--- config.mk ---
export PLATFORM = sky130hd
export DESIGN_NAME = maxpool_stream_ctrl_flat
export DESIGN_NICKNAME = d
export VERILOG_FILES = /design/src/rtl/maxpool_stream_ctrl_if.sv /design/src/rtl/maxpool_stream_ctrl.sv /design/src/flat_wrapper.sv
export SDC_FILE = /design/constraint.sdc
export NUM_CORES = 1
export LEC_CHECK = 0
export ABC_AREA = 1
export CELL_PAD_IN_SITES_DETAIL_PLACEMENT = 0
export CELL_PAD_IN_SITES_GLOBAL_PLACEMENT = 1
export CORE_MARGIN = 10
export CORE_UTILIZATION = 39
export DETAILED_ROUTE_END_ITERATION = 16
export PLACE_DENSITY = 0.82
export SYNTH_ARGS = -nofsm -noshare
export SYNTH_HDL_FRONTEND = slang
export SYNTH_SLANG_ARGS = --single-unit
--- constraint.sdc ---
create_clock -name clk -period 2.6 [get_ports clk]
set_clock_uncertainty 0.2 [all_clocks]
set_input_delay 0.39 -clock clk [delete_from_list [all_inputs] [get_ports clk]]
set_output_delay 0.39 -clock clk [all_outputs]
set_load 0.005 [all_outputs]
--- src/rtl/maxpool_stream_ctrl_if.sv ---
// maxpool_stream_ctrl_if
// Purpose: groups the controller's frame-control, upstream pixel stream,
//          pooling-layer and result-buffer signals into one bundle.
// Signals:
//   start       frame-start request (sampled only while idle)
//   in_valid    upstream pixel valid
//   in_pixels   8 binary pixels, bit i = channel i+1
//   in_ready    controller accepts an upstream pixel this cycle
//   pool_rst_n  active-low reset to the pooling layer
//   pool_pixels pixels driven to pixel_in_1..8 of the pooling layer
//   pool_valid  valid_out_maxpool from the pooling layer
//   pool_out    maxpool_out_1..8 from the pooling layer
//   out_we      result-buffer write enable
//   out_addr    result-buffer address (row-major pooled position)
//   out_data    result word
//   busy        controller is not idle
//   done        one-cycle frame-complete pulse
//   err         sticky error flag
// Modports: master = controller side, slave = environment side.
interface maxpool_stream_ctrl_if #(
  parameter int WIDTH  = 26,
  parameter int HEIGHT = 26
);
  localparam int RES_TOTAL = (WIDTH / 2) * (HEIGHT / 2);
  localparam int AW        = (RES_TOTAL > 1) ? $clog2(RES_TOTAL) : 1;

  logic          start;
  logic          in_valid;
  logic [7:0]    in_pixels;
  logic          in_ready;
  logic          pool_rst_n;
  logic [7:0]    pool_pixels;
  logic          pool_valid;
  logic [7:0]    pool_out;
  logic          out_we;
  logic [AW-1:0] out_addr;
  logic [7:0]    out_data;
  logic          busy;
  logic          done;
  logic          err;

  modport master (
    input  start, in_valid, in_pixels, pool_valid, pool_out,
    output in_ready, pool_rst_n, pool_pixels, out_we, out_addr, out_data,
           busy, done, err
  );

  modport slave (
    output start, in_valid, in_pixels, pool_valid, pool_out,
    input  in_ready, pool_rst_n, pool_pixels, out_we, out_addr, out_data,
           busy, done, err
  );
endinterface

--- src/rtl/maxpool_stream_ctrl.sv ---
// maxpool_stream_ctrl
// Purpose: sequences one feature-map frame through a non-stallable max-pool
//          layer: resets the layer, streams WIDTH*HEIGHT pixels into it,
//          collects (WIDTH/2)*(HEIGHT/2) pooled results into a buffer in
//          row-major order, and flags stalls, surplus results and drain
//          timeouts on a sticky err.
// Ports:
//   clk   single clock, rising edge
//   rst   synchronous active-high reset
//   bus   maxpool_stream_ctrl_if.master (stream, pool-layer, buffer, status)
//
// State table
//   state   | meaning
//   S_IDLE  | waiting for start, pool layer held in reset
//   S_FLUSH | one cycle of pool-layer reset after start
//   S_FEED  | accepting pixels and forwarding them to the pool layer
//   S_DRAIN | all pixels sent, waiting (bounded) for the remaining results
//   S_FIN   | one-cycle done pulse, pool layer back in reset
module maxpool_stream_ctrl #(
  parameter int WIDTH     = 26,
  parameter int HEIGHT    = 26,
  parameter int DRAIN_MAX = 64
) (
  input  logic                  clk,
  input  logic                  rst,
  maxpool_stream_ctrl_if.master bus
);
  localparam int PIX_TOTAL = WIDTH * HEIGHT;
  localparam int RES_TOTAL = (WIDTH / 2) * (HEIGHT / 2);
  localparam int AW        = (RES_TOTAL > 1) ? $clog2(RES_TOTAL) : 1;
  localparam int PCW       = $clog2(PIX_TOTAL + 1);
  localparam int RCW       = $clog2(RES_TOTAL + 1);
  localparam int DCW       = (DRAIN_MAX > 1) ? $clog2(DRAIN_MAX) : 1;

  typedef enum logic [2:0] {S_IDLE, S_FLUSH, S_FEED, S_DRAIN, S_FIN} state_t;

  state_t         r_state;
  logic [PCW-1:0] r_pix_cnt;
  logic [RCW-1:0] r_res_cnt;
  logic [DCW-1:0] r_drain_cnt;
  logic           r_in_ready;
  logic           r_pool_rst_n;
  logic [7:0]     r_pool_pixels;
  logic           r_out_we;
  logic [AW-1:0]  r_out_addr;
  logic [7:0]     r_out_data;
  logic           r_busy;
  logic           r_done;
  logic           r_err;

  logic w_accept, w_pix_last, w_stall;
  logic w_res_active, w_res_take, w_res_over, w_res_last;

  assign w_accept   = (r_state == S_FEED) && r_in_ready && bus.in_valid;
  assign w_pix_last = w_accept && (r_pix_cnt == PCW'(PIX_TOTAL - 1));
  // The pool layer has no backpressure, so a gap after the first pixel
  // corrupts its window state; a gap before the first pixel is harmless.
  assign w_stall    = (r_state == S_FEED) && r_in_ready && !bus.in_valid &&
                      (r_pix_cnt != '0);

  assign w_res_active = bus.pool_valid &&
                        ((r_state == S_FEED) || (r_state == S_DRAIN) || (r_state == S_FIN));
  assign w_res_take   = w_res_active && (r_res_cnt != RCW'(RES_TOTAL));
  assign w_res_over   = w_res_active && (r_res_cnt == RCW'(RES_TOTAL));
  assign w_res_last   = w_res_take && (r_res_cnt == RCW'(RES_TOTAL - 1));

  always_ff @(posedge clk) begin
    if (rst) begin
      r_state       <= S_IDLE;
      r_pix_cnt     <= '0;
      r_res_cnt     <= '0;
      r_drain_cnt   <= '0;
      r_in_ready    <= 1'b0;
      r_pool_rst_n  <= 1'b0;
      r_pool_pixels <= '0;
      r_out_we      <= 1'b0;
      r_out_addr    <= '0;
      r_out_data    <= '0;
      r_busy        <= 1'b0;
      r_done        <= 1'b0;
      r_err         <= 1'b0;
    end else begin
      r_out_we      <= 1'b0;
      r_done        <= 1'b0;
      r_pool_pixels <= '0;

      // Result capture runs alongside the pixel stream so a last pixel and a
      // result arriving together are both honoured.
      if (w_res_take) begin
        r_out_we   <= 1'b1;
        r_out_data <= bus.pool_out;
        r_out_addr <= r_res_cnt[AW-1:0];
        r_res_cnt  <= r_res_cnt + RCW'(1);
      end
      if (w_res_over) r_err <= 1'b1;

      case (r_state)
        S_IDLE: begin
          if (bus.start) begin
            r_state     <= S_FLUSH;
            r_busy      <= 1'b1;
            r_err       <= 1'b0;
            r_pix_cnt   <= '0;
            r_res_cnt   <= '0;
            r_drain_cnt <= '0;
          end
        end
        S_FLUSH: begin
          r_state      <= S_FEED;
          r_pool_rst_n <= 1'b1;
          r_in_ready   <= 1'b1;
        end
        S_FEED: begin
          if (w_accept) begin
            r_pool_pixels <= bus.in_pixels;
            r_pix_cnt     <= r_pix_cnt + PCW'(1);
          end
          if (w_res_last) begin
            r_state      <= S_FIN;
            r_in_ready   <= 1'b0;
            r_pool_rst_n <= 1'b0;
            r_done       <= 1'b1;
          end else if (w_pix_last) begin
            r_state     <= S_DRAIN;
            r_in_ready  <= 1'b0;
            r_drain_cnt <= DCW'(DRAIN_MAX - 1);
          end else if (w_stall) begin
            r_err        <= 1'b1;
            r_state      <= S_FIN;
            r_in_ready   <= 1'b0;
            r_pool_rst_n <= 1'b0;
            r_done       <= 1'b1;
          end
        end
        S_DRAIN: begin
          if (w_res_last || (r_drain_cnt == '0)) begin
            if (!w_res_last) r_err <= 1'b1;
            r_state      <= S_FIN;
            r_pool_rst_n <= 1'b0;
            r_done       <= 1'b1;
          end else begin
            r_drain_cnt <= r_drain_cnt - DCW'(1);
          end
        end
        S_FIN: begin
          r_state <= S_IDLE;
          r_busy  <= 1'b0;
        end
        default: r_state <= S_IDLE;
      endcase
    end
  end

  assign bus.in_ready    = r_in_ready;
  assign bus.pool_rst_n  = r_pool_rst_n;
  assign bus.pool_pixels = r_pool_pixels;
  assign bus.out_we      = r_out_we;
  assign bus.out_addr    = r_out_addr;
  assign bus.out_data    = r_out_data;
  assign bus.busy        = r_busy;
  assign bus.done        = r_done;
  assign bus.err         = r_err;
endmodule
--- src/flat_wrapper.sv ---
// flat-port wrapper written by rule: the top's interface ports become plain ports
module maxpool_stream_ctrl_flat 
#(
  parameter int WIDTH     = 26,
  parameter int HEIGHT    = 26,
  parameter int DRAIN_MAX = 64
)
  (clk, rst, bus_start, bus_in_valid, bus_in_pixels, bus_pool_valid, bus_pool_out, bus_in_ready, bus_pool_rst_n, bus_pool_pixels, bus_out_we, bus_out_addr, bus_out_data, bus_busy, bus_done, bus_err);
  maxpool_stream_ctrl_if #(.WIDTH(WIDTH), .HEIGHT(HEIGHT)) bus_i ();
  input  logic clk;
  input  logic rst;
  input wire logic [$bits(bus_i.start)-1:0] bus_start;
  input wire logic [$bits(bus_i.in_valid)-1:0] bus_in_valid;
  input wire logic [$bits(bus_i.in_pixels)-1:0] bus_in_pixels;
  input wire logic [$bits(bus_i.pool_valid)-1:0] bus_pool_valid;
  input wire logic [$bits(bus_i.pool_out)-1:0] bus_pool_out;
  output wire logic [$bits(bus_i.in_ready)-1:0] bus_in_ready;
  output wire logic [$bits(bus_i.pool_rst_n)-1:0] bus_pool_rst_n;
  output wire logic [$bits(bus_i.pool_pixels)-1:0] bus_pool_pixels;
  output wire logic [$bits(bus_i.out_we)-1:0] bus_out_we;
  output wire logic [$bits(bus_i.out_addr)-1:0] bus_out_addr;
  output wire logic [$bits(bus_i.out_data)-1:0] bus_out_data;
  output wire logic [$bits(bus_i.busy)-1:0] bus_busy;
  output wire logic [$bits(bus_i.done)-1:0] bus_done;
  output wire logic [$bits(bus_i.err)-1:0] bus_err;
  assign bus_i.start = bus_start;
  assign bus_i.in_valid = bus_in_valid;
  assign bus_i.in_pixels = bus_in_pixels;
  assign bus_i.pool_valid = bus_pool_valid;
  assign bus_i.pool_out = bus_pool_out;
  assign bus_in_ready = bus_i.in_ready;
  assign bus_pool_rst_n = bus_i.pool_rst_n;
  assign bus_pool_pixels = bus_i.pool_pixels;
  assign bus_out_we = bus_i.out_we;
  assign bus_out_addr = bus_i.out_addr;
  assign bus_out_data = bus_i.out_data;
  assign bus_busy = bus_i.busy;
  assign bus_done = bus_i.done;
  assign bus_err = bus_i.err;
  maxpool_stream_ctrl #(.WIDTH(WIDTH), .HEIGHT(HEIGHT), .DRAIN_MAX(DRAIN_MAX)) u_core (.clk(clk), .rst(rst), .bus(bus_i));
endmodule
==> impl_metrics.ini, run 1 <==
[floorplanning]
start_util = 0.404
core_um2 = 6420
io_pins = 51
die-width_um = 102
die_y_um = 102
die_area_um2 = 10300
num_rows = 29

[sta]
finalMaxSlewViolations = 0
hold_viol = 0
post-route-period-util = 0.760
holdWs_ns = 0.261
finalWorstPathRequiredPeriod_ns = 1.98
tightest_slew_ns = 0.460
worst_slack_ns = 0.623
relSlewSlack = 0.693
max_freq_mhz = 506
finalSetupTns_ns = 0
setup_viol = 0
rsz0062_at_grt = no

[final_layout]
layout_commonest_cell = nor2_1
area.growth.synth_to_final_pct = 30.2
num-fill-cells = 617
final_nets = 441
mostFrequentLayoutCells = nor2_1, nand2_1, dfxtp_1
finalInstanceArea_um2 = 3380
layout-drive-gt1-share = 0.0789
n_antenna_cell = 0

[worst_setup_path]
required_ns = 2.66
reg2regPathDepth = 7
crit_family = compound AO/OA/AOI/OAI gates
path_depth = 7
cp.buffers_inverters = 1
slowest_stage = dfxtp_1
end_kind = flop
cp_common_cell = nand2_2
path_cells = nor2_2, nand2_2, a21oi_4, nand2_2, inv_2, o21ai_0, a21oi_1
max_stage_delay_ns = 0.45
worstPathArrival_ns = 2.03
startpoint_type = flop
path_class = reg -> reg
crit_path_max_fanout = 26

[clock_network]
post_cts_buffers = 0
worstSkewPairLatency_ns = 0.34
cts_made_buffers = 9
clock_path_buffers = 2
cts_tree = yes
holdBufCountCts = 0
cts_resized = 0
root_buffer = clkbuf_8
path_clk_slew_ns = 0.07
cts.sinks = 57
htreeDepth = 3

[logic_synthesis]
synth_top_area_share = 0.440
avgSynthCellArea_um2 = 7.29
netlist_area_um2 = 2600
netlist_top_cells_area = dfxtp_1, nor2_1, nand2_1
synth_edf_count = 0
syn-instance-count = 356
syn-num-nets = 384
yosysWarningCount = 0
netlist-cell-type-count = 32
yosysTopAreaCell = dfxtp_1
synth-async-reset-ratio = 0
ys_ff_latch = 57
synth_flop_cell = dfxtp_1
ys_seq_area_frac = 0.440

[global_route]
grt_max_degree = 27
grt_pass1_vias = 2175
grt_use_total = 0.120
globalRouteOverflowTotal = 0
grt_antenna_before_repair = 0
grt_first_pass_wirelength_um = 9960

[min_path]
hp-class = reg -> reg
min_path_cells = 2

[run]
maxCapViolCount = 0

[drt]
drc = 0
antenna_left = 0
post_drt_wl_per_cell_um = 12.3
vias_per_cell = 4.71
drt-total-wl_um = 6060
num_vias = 2333
drt_iter0_markers = 60
firstDrtPassIters = 4

[power_and_ir_drop]
p_per_area_nw_per_um2 = 793
total_leakage_power_nw = 1.37
vdd_drop_max_mv = 0.439
total_power_w = 0.00268

[place]
gp_congestion = 0.786
io_buffers = 50
post-place-ws_ns = 0.455
dpl.hpwl_um = 4620
placedInstanceArea_um2 = 3170

[run_status]
status = complete, no violations
-- flip-flops by register name (all words and copies together), names as in the netlist --
register	flops
u_core.r_pix_cnt	10
u_core.bus.done	1
u_core.bus.pool_pixels	8
u_core.bus.out_data	8
u_core.bus.pool_rst_n	1
u_core.bus.busy	1
u_core.r_res_cnt	8
u_core.bus.err	1
u_core.bus.out_addr	8
u_core.bus.in_ready	1
u_core.r_drain_cnt	6
u_core.bus.out_we	1
u_core.r_state	3
-- report_power, final --
group / total, W / switching, W / internal [W]
Sequential: 0.00106 / 0.0000838 / 0.000979
Clock: 0.000889 / 0.000354 / 0.000534
Combinational: 0.000728 / 0.000405 / 0.000322
-- cells in the mapped netlist (2+ instances only) --
cell type and n:
a211oi_1 3, a21oi_1 28, buf_6 3, clkbuf_1 4, dfxtp_1 57, ha_1 7
inv_1 45, nand2_1 59, nand2_2 4, nand3_1 18, nand3_2 2, nand4_1 2
nor2_1 68, nor3_1 7, nor3b_1 2, nor4_1 2, o21ai_0 28, xor2_1 3
-- through the flow --
step                      std cells   util
final                           495  0.526
after global placement          479  0.493
after floorplan                 356      -
after CTS                       495  0.526
after detailed placement        479  0.493
after global routing            495  0.526
-- tightest hold or removal path, delay by kind of cell, from the launching register on --
kind	cells	cell delay (ns)
AOI/OAI and AO/OA	1	0.05
DFF	1	0.31
and+or+nand+nor	1	0.06
-- cell families (layout without fill, tap and decap cells) --
group           after synthesis  in the layout  share of synthesized area
compound gates               63             63                      0.131
xor+xnor                      4              4                     0.0135
fa+ha+maj                     7              7                     0.0337
buf+inv                      55            117                     0.0901
flops                        57             57                      0.440
simple gates                170            170                      0.293
-- layout make-up --
type	count	area, um^2	share of cell area
clock buffer	10	128	0.0378
clock inverter	6	82.6	0.0244
inverter	46	173	0.0511
multi-input combinational	244	1220	0.361
sequential	57	1140	0.338
tap	77	96.3	0.0285
timing repair buffer	55	538	0.159
-- final timing paths --
path                          start                      to  slack (ns)
hold / removal      u_core.bus.busy         u_core.bus.busy        0.26
setup / recovery  u_core.r_state[0]  u_core.bus.out_addr[7]        0.62
hold reg to reg     u_core.bus.busy         u_core.bus.busy        0.26
setup reg to reg  u_core.r_state[0]  u_core.bus.out_addr[7]        0.62
-- layer usage --
metal,GRT usage,part of all wire,up-vias
met5,0,0,-
met4,0.0649,0.019,0
met3,0.0361,0.065,11
met2,0.189,0.44,51
met1,0.145,0.48,1016
li1,-,-,1255
Power figures use the tool's default switching activity.
==> run 2: changes to the inputs <==
- CORE_UTILIZATION: 39 -> 33
- PLACE_DENSITY: 0.82 -> 0.74
- clock period: 2.6 -> 1.8 ns (I/O delays scaled with it)
==> run 2 against run 1 <==
  * Non-clock buffer count is 34 higher
  * Utilization is 3.1 points lower
  * First-iteration DRC count is 27% higher
  * Critical endpoint is now u_core.r_drain_cnt[1]
  * Flip-flop and latch count stayed put
  * Hold slack worse by 0.018 ns
  * Register-to-register slack worse by 0.55 ns
  * Sequential share of layout area is 3.7 points lower
  * Cell count is 12% higher
  * Via count is 6.8% higher
  * Maximum frequency is 14% higher
  * Critical path type unchanged
  * Combinational power is 80% higher
  * Global-route usage is 0.76 points lower
==> impl_metrics.ini, run 2 (synthesis gave the netlist of run 1 again) <==
[sta]
setup_viol = 0
finalWorstPathRequiredPeriod_ns = 1.73
finalSetupTns_ns = 0
relSlewSlack = 0.778
holdWs_ns = 0.244
tightest_slew_ns = 0.332
finalMaxSlewViolations = 0
max_freq_mhz = 578
rsz0062_at_grt = yes
hold_viol = 0
post-route-period-util = 0.961

[floorplanning]
die-width_um = 109
num_rows = 32
die_y_um = 109
io_pins = 51
start_util = 0.338
die_area_um2 = 11800
core_um2 = 7690

[clock_network]
path_clk_slew_ns = 0.07
htreeDepth = 3
cts.sinks = 57
worstSkewPairLatency_ns = 0.34
holdBufCountCts = 0
root_buffer = clkbuf_8
clock_path_buffers = 2
cts_made_buffers = 9
cts_tree = yes

[place]
dpl.hpwl_um = 4960
io_buffers = 50
placedInstanceArea_um2 = 3470
gp_congestion = 0.809

[global_route]
globalRouteOverflowTotal = 0
grt_antenna_before_repair = 0
grt_pass1_vias = 2377
grt_max_degree = 23
grt_first_pass_wirelength_um = 10700
grt_use_total = 0.113

[final_layout]
finalInstanceArea_um2 = 3810
top_register = u_core.r_pix_cnt
largest_reg_flops = 10
multi_input_area_um2 = 1320
area.growth.synth_to_final_pct = 46.7
mostFrequentLayoutCells = nor2_1, nand2_1, dfxtp_1
n_antenna_cell = 0
layout_commonest_cell = nor2_1
layout-drive-gt1-share = 0.203
num-fill-cells = 786
final_nets = 476
seq_area_um2 = 1150

[drt]
drc = 0
post_drt_wl_per_cell_um = 12.0
firstDrtPassIters = 4
num_vias = 2491
antenna_left = 0
drt-total-wl_um = 6640
vias_per_cell = 4.49
drt_iter0_markers = 76

[worst_setup_path]
startpoint_type = flop
required_ns = 1.88
worstPathArrival_ns = 1.81
crit_path_max_fanout = 6
end_kind = flop
path_class = reg -> reg

[power_and_ir_drop]
p_per_area_nw_per_um2 = 1110
total_leakage_power_nw = 1.57
vdd_drop_max_mv = 0.653
total_power_w = 0.00421

[run_status]
status = complete, no violations

[run]
maxCapViolCount = 0

[min_path]
hp-class = in -> reg
## run 2: cell types whose count changed in the layout (fill, tap and decap cells not counted), moves of 3 or more
cell,previous run,this run
nand2_2,4,7
nand2_1,59,55
dfxtp_2,0,4
nor2_2,1,6
o21ai_1,1,7
nor2_1,68,61
dfxtp_1,57,53
o21ai_0,28,21
buf_4,5,37
## run 2: report_power, final
part	leakage (nW)	switching (W)	total, W	internal, W
clock	0.115	0.000536	0.00139	0.000850
sequential	0.465	0.0000969	0.00151	0.00142
combinational	0.989	0.000704	0.00131	0.000608
total	1.57	0.00134	0.00421	0.00288
## run 2: area by class of cell
| cell class | count | share of cell area |
|---|---|---|
| sequential | 57 | 0.301 |
| timing repair buffer | 89 | 0.215 |
| clock inverter | 5 | 0.0204 |
| inverter | 46 | 0.0453 |
| multi-input combinational | 245 | 0.346 |
| clock buffer | 11 | 0.0398 |
| tap | 102 | 0.0335 |
## run 2: worst paths after layout
path | slack [ns] | depth (start not counted) | end | startpoint
worst max-delay path | 0.07 | 12 | u_core.r_drain_cnt[1] | u_core.r_res_cnt[1]
worst min-delay path | 0.24 | 3 | u_core.bus.pool_pixels[3] | bus_in_pixels[3]
worst max register to register | 0.07 | 12 | u_core.r_drain_cnt[1] | u_core.r_res_cnt[1]
worst min register to register | 0.26 | 2 | u_core.bus.busy | u_core.bus.busy
## run 2: stage by stage
stage | util | setup WS [ns] | std cells
after global placement | 0.452 | -0.125 | 537
final | 0.495 | 0.0695 | 555
after floorplan | - | 0.0786 | 356
after global routing | 0.495 | -0.107 | 555
after detailed placement | 0.452 | -0.154 | 537
after CTS | 0.483 | 0.00679 | 553
## run 2: routing by layer
layer  wire length [um]  global-route usage
met5                  0                   0
met4                 97              0.0537
met3                313              0.0271
met2               3140               0.186
met1               3080               0.135
## run 2: critical path, cell delays in order (launching register included)
cell	delay, ns
dfxtp_2	0.33
inv_2	0.06
ha_1	0.14
inv_1	0.04
nor2_2	0.12
nand2_2	0.11
nand3_4	0.12
nand2_1	0.08
nand2_2	0.13
nand3_4	0.13
nand2_2	0.08
nand2_1	0.05
nor2_1	0.09
## run 2: repair_timing
item | 4_1_cts | 5_1_grt
pin swaps | 0 | 8
setup endpoints to repair | 7 | 36
resized for setup | 3 | 33
gates cloned | 0 | 1
setup buffers | 0 | 1
